--- config.mk ---
export PLATFORM = sky130hd
export DESIGN_NAME = rf_wb_scheduler
export DESIGN_NICKNAME = d
export VERILOG_FILES = /design/src/rtl/rf_wb_scheduler_pkg.sv /design/src/rtl/rf_wb_scheduler_rr_arbiter.sv /design/src/rtl/rf_wb_scheduler.sv
export SDC_FILE = /design/constraint.sdc
export NUM_CORES = 1
export LEC_CHECK = 0
export CAP_MARGIN = 10
export CORE_MARGIN = 4
export CORE_UTILIZATION = 38
export CTS_BUF_LIST = sky130_fd_sc_hd__clkbuf_16
export CTS_CLUSTER_DIAMETER = 60
export DETAILED_ROUTE_END_ITERATION = 10
export GPL_TIMING_DRIVEN = 0
export PLACE_DENSITY = 0.81
export SLEW_MARGIN = 15
export SYNTH_ARGS = -nofsm -noshare
export SYNTH_HDL_FRONTEND = slang
export SYNTH_SLANG_ARGS = --single-unit
--- constraint.sdc ---
create_clock -name clk -period 2.9 [get_ports clk]
set_clock_uncertainty 0.15 [all_clocks]
set_input_delay 0.29 -clock clk [delete_from_list [all_inputs] [get_ports clk]]
set_output_delay 0.29 -clock clk [all_outputs]
set_load 0.03 [all_outputs]
--- src/rtl/rf_wb_scheduler_pkg.sv ---
// Shared constants for the register-file write-back scheduler.
// Register bank geometry and fixed requester slot assignments.
package rf_wb_scheduler_pkg;

  localparam int REG_AW   = 4;
  localparam int REG_DW   = 32;
  localparam int NUM_REGS = 16;

  localparam int REQ_ALU  = 0;
  localparam int REQ_LOAD = 1;
  localparam int REQ_HOST = 2;

  // One-hot decode of a register address into a full-bank mask.
  function automatic logic [NUM_REGS-1:0] reg_onehot(input logic [REG_AW-1:0] addr);
    logic [NUM_REGS-1:0] oh;
    oh       = '0;
    oh[addr] = 1'b1;
    return oh;
  endfunction

endpackage

--- src/rtl/rf_wb_scheduler_rr_arbiter.sv ---
// Round-robin arbiter: one-hot combinational grant, pointer advances past each winner.
module rr_arbiter #(
  parameter int NREQ = 3
) (
  input  logic            clk,
  input  logic            rst_n,
  input  logic [NREQ-1:0] req_i,
  output logic [NREQ-1:0] gnt_o,
  output logic [1:0]      gnt_idx_o,
  output logic            gnt_valid_o
);

  localparam int PW = (NREQ > 2) ? 2 : 1;

  logic [PW-1:0] ptr_q;
  logic [PW-1:0] ptr_d;

  // Search from the pointer upward, wrapping, and take the first requester found.
  always_comb begin
    int  idx;
    logic found;
    gnt_o       = '0;
    gnt_idx_o   = 2'd0;
    gnt_valid_o = 1'b0;
    ptr_d       = ptr_q;
    found       = 1'b0;
    idx         = 0;
    for (int off = 0; off < NREQ; off++) begin
      idx = int'(ptr_q) + off;
      if (idx >= NREQ) begin
        idx = idx - NREQ;
      end else begin
        idx = idx;
      end
      if (!found && req_i[idx]) begin
        found       = 1'b1;
        gnt_valid_o = 1'b1;
        gnt_o[idx]  = 1'b1;
        gnt_idx_o   = 2'(idx);
        ptr_d       = (idx == NREQ - 1) ? '0 : PW'(idx + 1);
      end else begin
        found = found;
      end
    end
  end

  // Pointer register.
  always_ff @(posedge clk or negedge rst_n) begin
    if (!rst_n) begin
      ptr_q <= '0;
    end else begin
      ptr_q <= ptr_d;
    end
  end

endmodule

--- src/rtl/rf_wb_scheduler.sv ---
// Write-back scheduler: arbitrates NREQ producers onto the bank write port, tracks pending writes.
// Optional macro RF_WB_BYPASS_EN adds a two-port forwarding compare on the registered write.
module rf_wb_scheduler
  import rf_wb_scheduler_pkg::*;
#(
  parameter int NREQ = 3,
  parameter int AW   = REG_AW,
  parameter int DW   = REG_DW
) (
  input  logic                clk,
  input  logic                rst_n,
  input  logic [NREQ-1:0]     req_valid,
  output logic [NREQ-1:0]     req_ready,
  input  logic [NREQ*AW-1:0]  req_addr,
  input  logic [NREQ*DW-1:0]  req_data,
  input  logic                alloc_valid,
  input  logic [AW-1:0]       alloc_addr,
  output logic [NUM_REGS-1:0] busy_mask,
`ifdef RF_WB_BYPASS_EN
  input  logic [AW-1:0]       byp_addr_a,
  input  logic [AW-1:0]       byp_addr_b,
  output logic                byp_hit_a,
  output logic                byp_hit_b,
  output logic [DW-1:0]       byp_data,
`endif
  output logic                rf_reg_write,
  output logic [AW-1:0]       rf_rd_addr,
  output logic [DW-1:0]       rf_write_data,
  output logic [1:0]          grant_id,
  output logic                err_double_alloc
);

  logic [NREQ-1:0]     gnt_s;
  logic [1:0]          gnt_idx_s;
  logic                xfer_s;
  logic [AW-1:0]       sel_addr_s;
  logic [DW-1:0]       sel_data_s;

  logic                rf_reg_write_q;
  logic [AW-1:0]       rf_rd_addr_q;
  logic [DW-1:0]       rf_write_data_q;
  logic [1:0]          grant_id_q;

  logic [NUM_REGS-1:0] busy_q;
  logic [NUM_REGS-1:0] busy_d;
  logic [NUM_REGS-1:0] clr_s;
  logic [NUM_REGS-1:0] set_s;
  logic                err_q;
  logic                err_d;

  rr_arbiter #(.NREQ(NREQ)) u_arb (
    .clk         (clk),
    .rst_n       (rst_n),
    .req_i       (req_valid),
    .gnt_o       (gnt_s),
    .gnt_idx_o   (gnt_idx_s),
    .gnt_valid_o (xfer_s)
  );

  assign req_ready = gnt_s;

  // AND-OR mux of the granted slice; the grant is one-hot so at most one term is live.
  always_comb begin
    sel_addr_s = '0;
    sel_data_s = '0;
    for (int i = 0; i < NREQ; i++) begin
      sel_addr_s = sel_addr_s | ({AW{gnt_s[i]}} & req_addr[i*AW +: AW]);
      sel_data_s = sel_data_s | ({DW{gnt_s[i]}} & req_data[i*DW +: DW]);
    end
  end

  // Bank write stage; r0 transfers are accepted but never raise the write enable.
  always_ff @(posedge clk or negedge rst_n) begin
    if (!rst_n) begin
      rf_reg_write_q  <= 1'b0;
      rf_rd_addr_q    <= '0;
      rf_write_data_q <= '0;
      grant_id_q      <= 2'd0;
    end else begin
      rf_reg_write_q <= xfer_s && (sel_addr_s != '0);
      if (xfer_s) begin
        rf_rd_addr_q    <= sel_addr_s;
        rf_write_data_q <= sel_data_s;
        grant_id_q      <= gnt_idx_s;
      end else begin
        rf_rd_addr_q    <= rf_rd_addr_q;
        rf_write_data_q <= rf_write_data_q;
        grant_id_q      <= grant_id_q;
      end
    end
  end

  // Scoreboard next state: commit clears, alloc sets and wins a same-edge collision.
  always_comb begin
    clr_s = '0;
    set_s = '0;
    if (rf_reg_write_q) begin
      clr_s = reg_onehot(REG_AW'(rf_rd_addr_q));
    end else begin
      clr_s = '0;
    end
    if (alloc_valid) begin
      set_s = reg_onehot(REG_AW'(alloc_addr));
    end else begin
      set_s = '0;
    end
    busy_d    = (busy_q & ~clr_s) | set_s;
    busy_d[0] = 1'b0;
    if (alloc_valid && (alloc_addr != '0) && busy_q[alloc_addr] && !clr_s[alloc_addr]) begin
      err_d = 1'b1;
    end else begin
      err_d = err_q;
    end
  end

  // Scoreboard and sticky error registers.
  always_ff @(posedge clk or negedge rst_n) begin
    if (!rst_n) begin
      busy_q <= '0;
      err_q  <= 1'b0;
    end else begin
      busy_q <= busy_d;
      err_q  <= err_d;
    end
  end

  assign busy_mask        = busy_q;
  assign err_double_alloc = err_q;
  assign rf_reg_write     = rf_reg_write_q;
  assign rf_rd_addr       = rf_rd_addr_q;
  assign rf_write_data    = rf_write_data_q;
  assign grant_id         = grant_id_q;

`ifdef RF_WB_BYPASS_EN
  // Forward the in-flight write to readers that would otherwise see stale bank data.
  assign byp_hit_a = rf_reg_write_q && (rf_rd_addr_q == byp_addr_a) && (byp_addr_a != '0);
  assign byp_hit_b = rf_reg_write_q && (rf_rd_addr_q == byp_addr_b) && (byp_addr_b != '0);
  assign byp_data  = rf_write_data_q;
`endif

endmodule

# ---- After elaboration in Yosys (flattened, before gate mapping)
# Cells that the tools add are included.
dict set report totals {
  latchBits 0
  in_bits 118
  out_inout_bits 59
  n_memories 0
  romBits 0
  word_cells 106
  ramBits 0
  ff_bits 57
}
dict set report op_classes {
  bitwise_logic 15
  n_mul 0
  n_eq_ne 3
  n_div 0
  shift 0
  n_lt_le_gt_ge 13
  mux 43
  add_sub_neg 8
  n_reduce_logical 17
}
# cell n
set op_table {}
lappend op_table {{32-bit AND} 3}
lappend op_table {{32-bit by 3-bit == test with 1-bit output, second input constant} 3}
lappend op_table {{32-bit by 1-bit greater-or-equal comparator with 1-bit output, second input constant} 3}
lappend op_table {{32-bit by 4-bit < comparator with 1-bit output, second input constant} 3}
lappend op_table {{32-bit two-way mux} 3}
lappend op_table {{32-bit by 3-bit greater-or-equal comparator with 1-bit output, second input constant} 2}
lappend op_table {{32-bit OR} 2}
lappend op_table {{32-bit by 3-bit subtractor with 32-bit output, second input constant} 2}
lappend op_table {{16-bit two-way mux} 2}
lappend op_table {{2-bit two-way mux} 9}
lappend op_table {{16-bit AND} 1}
lappend op_table {{1-bit two-way mux} 16}
lappend op_table {{16-bit NOT} 1}
lappend op_table {{16-bit OR} 1}
lappend op_table {{4-bit AND} 3}
lappend op_table {{1-bit logical AND} 11}
lappend op_table {{4-bit by 5-bit < comparator with 1-bit output, second input constant} 2}
lappend op_table {{3-bit two-way mux} 3}
lappend op_table {{1-bit binary-select mux with 4-bit select} 2}
lappend op_table {{1-bit demux with 4-bit select} 2}
lappend op_table {{4-bit by 1-bit greater-or-equal comparator with 1-bit output, second input constant} 2}
lappend op_table {{4-bit OR} 2}
lappend op_table {{4-bit nonzero test} 2}
lappend op_table {{2-bit adder, second input constant} 3}
lappend op_table {{9 further kinds} 16}

# ---- Logic depth before layout (Yosys ltp)
dict set report logic_depth {
  word_depth 17
  ltp_mapped 11
  ltp_nobuf 8
}

# ---- Hierarchy
# A second synthesis with hierarchy kept.
dict set report hier_totals {
  hier_cells 310
  hier_area_um2 3069.2
}
# mod instances area_per_inst_um2 cells_each
set modules_own_cells {}
lappend modules_own_cells {rf_wb_scheduler 1 2676.3 260}
lappend modules_own_cells {rr_arbiter 1 392.9 50}

# ---- Worst setup path after synthesis
# OpenSTA, ideal clock, no wires.
dict set report synth_path {
  path_type {register to register}
  from {reg u_arb.ptr_q[1]}
  to {reg rf_reg_write_q, in the netlist rf_reg_write}
  required_time_ns 2.603
  n_path_buf 2
  setup_ns 0.147
  slack_ns 0.603
  path_stages_with_launch 11
  arrival_time_ns 2.000
  cell_sequence {dfrtp_1 -> inv_1 -> ha_1 -> buf_6 -> mux2i_1 -> mux2i_2 -> a21oi_2 -> o21bai_4 -> buf_6 -> a222oi_1 -> nand4_1}
}
dict set report synth_between {
  elab_cells_between_ends 54
  classes_between {add/sub: 5; order compare: 9; mux: 24; bitwise: 7; reduce/logical: 9}
}
# item line
set synth_rtl {}
lappend synth_rtl {{start, declared} rf_wb_scheduler_rr_arbiter.sv:15} ;# logic [PW-1:0] ptr_q;
lappend synth_rtl {{start signal, assigned} rf_wb_scheduler_rr_arbiter.sv:52} ;# ptr_q <= ptr_d;
lappend synth_rtl {{branches (longest 11 deep; another with 32-bit by 3-bit subtractor with 32-bit output)} n/a}
lappend synth_rtl {{3-bit two-way mux *} rf_wb_scheduler_rr_arbiter.sv:35} ;# if (!found && req_i[idx]) begin
lappend synth_rtl {{net req_ready[2]} rf_wb_scheduler.sv:13} ;# output logic [NREQ-1:0] req_ready,
lappend synth_rtl {{4-bit AND *} rf_wb_scheduler.sv:67} ;# sel_addr_s = sel_addr_s | ({AW{gnt_s[i]}} & req_addr[i*AW +: AW]);
lappend synth_rtl {{4-bit OR *} rf_wb_scheduler.sv:67}
lappend synth_rtl {{4-bit nonzero test *} rf_wb_scheduler.sv:80} ;# rf_reg_write_q <= xfer_s && (sel_addr_s != '0);
lappend synth_rtl {{1-bit logical AND *} rf_wb_scheduler.sv:80}
lappend synth_rtl {{end signal, assigned} rf_wb_scheduler.sv:80}
lappend synth_rtl {{end, declared} rf_wb_scheduler.sv:39} ;# logic rf_reg_write_q;
# Mark *: on every way through the listed nets, which the timed path passes. The select of a mux whose other input is x is not followed.
# A chain may end at the register's enable or synchronous reset.

# ---- Final worst setup path
dict set report layout_path {
  from {reg u_arb.ptr_q[0]}
  to {out req_ready[0]}
}
dict set report layout_between {
  elab_chain_cells 12
  elab_cells_between_ends 46
  classes_between {add/sub: 5; order compare: 9; mux: 23; bitwise: 2; reduce/logical: 7}
}
# item line
set layout_rtl {}
lappend layout_rtl {{branches (longest 11 deep; another with 32-bit by 3-bit subtractor with 32-bit output)} n/a}
lappend layout_rtl {{3-bit two-way mux *} rf_wb_scheduler_rr_arbiter.sv:35}
lappend layout_rtl {{end, declared} rf_wb_scheduler.sv:13}
# Mark *: on every way between the ends. The select of a mux whose other input is x is not followed.

==> results.toml <==
[clock_network]
clock_latency_ps = 320
h-tree-depth = 3
cts_buffer_depth = 2
cts-root-buf = "clkbuf_16"
cts_buffers = 9
clock-sinks = 57
clkTransAtPathRegs_ps = 50
cts_tree = "done"

[synthesis]
yosysSeqAreaShare = 0.468
syn_nets = 423
synthesis.area_sq_um = 3050
yosys_warnings = 0
synth_top_area_cell = "dfrtp_1"
synth_seq_cells = 57
ys_types = 43
async_reset_ff_frac = 1.00
synth_edf_count = 0
synth_top_area_share = 0.468
syn_inst = 301
avgSynthCellArea_sq_um = 10.1
yosys_most_used_dff = "dfrtp_1"
synth_area_leaders = "dfrtp_1, a222oi_1, a21oi_1"

[setup_path]
r2r-start = "u_arb.ptr_q[1]"
reg2reg_slack_ps = 160
r2r-end = "rf_write_data[23]"
required_ps = 2460
worstSetupEndpointType = "output pin"
crit_arrival_ps = 2350
startpoint_type = "flip-flop"
path_class = "flip-flop to output pin"
r2r_cells = 11
cp_max_fo = 10

[floorplanning]
die_y_microns = 97.5
num_rows = 32
die_w_microns = 97.5
die_area_sq_um = 9510
start_util = 0.392
core-area_sq_um = 7770
num_io_pins = 177

[status]
status = "completed"

[placed_design]
placed_area_sq_um = 4900
dpl.cell_count = 576
dp_hpwl_mm = 8.09
gp_congestion = 0.939
io_buffers = 173

[timing]
final_hold_viol_count = 0
rsz0062_at_grt = "true"
drv_slew = 0
setup_viol = 0
fin_crit_ps = 2790
fin_crit_sh = 0.963
fin_tns_setup_ps = 0
relSlewSlack = 0.523
tightest_slew_ps = 716
fmax_ghz = 0.358

[detailed_routing]
wire_per_inst_microns = 17.9
drt_pre_antenna_iters = 7
ant_nets = 0
avgViaCountPerCell = 5.61
wl_mm = 10.7
vias = 3344
initialDrtViolationCount = 261
drc = 0

[power_and_ir_drop]
power_density_nw_per_um2 = 1370
ir_drop_v = 0.000818
power_leakage_uw = 0.00215

[min_path]
worstHoldStart = "alloc_addr[0]"
worstHoldPathType = "input port to flip-flop"
worstHoldPathCells = 3
min_to = "busy_mask[11]"

[global_routing]
grt_max_degree = 58
grt_pass1_wl_mm = 17.0
grt_pass1_vias = 3585
grtUsageTotal = 0.222
gr-total-overflow = 0
antenna_found_initial = 0

[layout]
antenna_cells = 0
final_common_cell = "clkdlybuf4s50_1"
fin_area_sq_um = 5260
area_delta_synth_final_pct = 72.6
final_core_util = 0.677
nNetsFinal = 613
layout-drive-gt1-share = 0.113
final_cell_mix = "clkdlybuf4s50_1, dfrtp_1, nor2_1"
finalNonFillerCells = 596

[flow_run]
maxCapViolCount = 0
## how the worst max path moves through the flow
| stage | start | end | slack (ps) | cells past startpoint |
|---|---|---|---|---|
| 2_1_floorplan | u_arb.ptr_q[1] | rf_reg_write | 600 | 10 |
| 3_3_place_gp | req_valid[2] | req_ready[1] | -340 | 6 |
| 3_5_place_dp | req_valid[2] | req_ready[1] | -340 | 6 |
| 4_1_cts | u_arb.ptr_q[1] | req_ready[2] | 1 | 9 |
| 5_1_grt | u_arb.ptr_q[0] | req_ready[0] | -20 | 9 |
| 6_report | u_arb.ptr_q[0] | req_ready[0] | 110 | 9 |
## report_power, final
group          switching (uW)  total, uW  internal [uW]
logic                    2680       4700           2020
clock network             325        969            644
registers                 286       1530           1240
total                    3290       7200           3900
## final cells by class
class / count / area (sq um)
fillers: 618 / 2510
clock buffers: 9 / 225
clock inverters: 5 / 48.8
multi-input cells: 210 / 1460
plain buffers: 24 / 165
well taps: 102 / 128
inverters: 10 / 37.5
repair buffers: 179 / 1770
flip-flops and latches: 57 / 1430
## through the flow
| step | setup WS [ps] | total power, uW | hold slack (ps) |
|---|---|---|---|
| after floorplan | 603 | 4410 | -156 |
| after global placement | -343 | 5980 | 302 |
| after detailed placement | -344 | 6070 | 239 |
| after CTS | 1.38 | 7120 | 294 |
| after global routing | -17.3 | 7690 | 352 |
| final | 108 | 7200 | 314 |
## Yosys cell counts, types with 5 or more instances
| master | instances |
|---|---|
| nand2_1 | 8 |
| dfrtp_1 | 57 |
| o21ai_0 | 31 |
| a222oi_1 | 36 |
| buf_6 | 5 |
| o21ai_1 | 5 |
| buf_2 | 12 |
| nand3_1 | 6 |
| nor2_1 | 38 |
| a21oi_1 | 38 |
| inv_1 | 10 |
## timing repair
item | in CTS | in global routing
endpoints found under the setup margin | 3 | 22
hold buffers | 1 | 0
pin swaps | 2 | 4
hold endpoints to repair | 57 | 0
gates resized for setup | 10 | 14
setup buffers | 2 | 3
## sequential cells by signal (all words and copies together) (netlist names)
signal,flops
grant_id,2
u_arb.ptr_q,2
err_double_alloc,1
rf_rd_addr,4
rf_reg_write,1
rf_write_data,32
busy_mask,15
## cell families (layout without fill, tap and decap cells)
| family | count (synthesis) | in the layout | synth area share |
|---|---|---|---|
| buffers and inverters | 34 | 227 | 0.0616 |
| and+or+nand+nor | 69 | 69 | 0.106 |
| AOI/OAI and AO/OA | 122 | 122 | 0.283 |
| muxes | 10 | 10 | 0.0522 |
| DFF | 57 | 57 | 0.468 |
| xor gates and xnor gates | 4 | 4 | 0.0115 |
| adders and majority gates | 4 | 4 | 0.0164 |
| other | 1 | 1 | 0.00123 |
## metal layers
metal / vias to the layer above / routed length, microns / track usage
li1: 1538 / - / -
met1: 1585 / 3990 / 0.256
met2: 195 / 5480 / 0.384
met3: 26 / 947 / 0.0538
met4: 0 / 243 / 0.104
met5: - / 0 / 0
## worst max-delay path, stage by stage, from the launching register on
cell,delay [ps]
dfrtp_1,370
inv_1,80
ha_1,370
clkbuf_4,220
mux2i_1,140
o21ai_1,190
nand3b_1,120
a21oi_2,200
buf_6,160
clkbuf_4,190
Power figures use the tool's default switching activity.
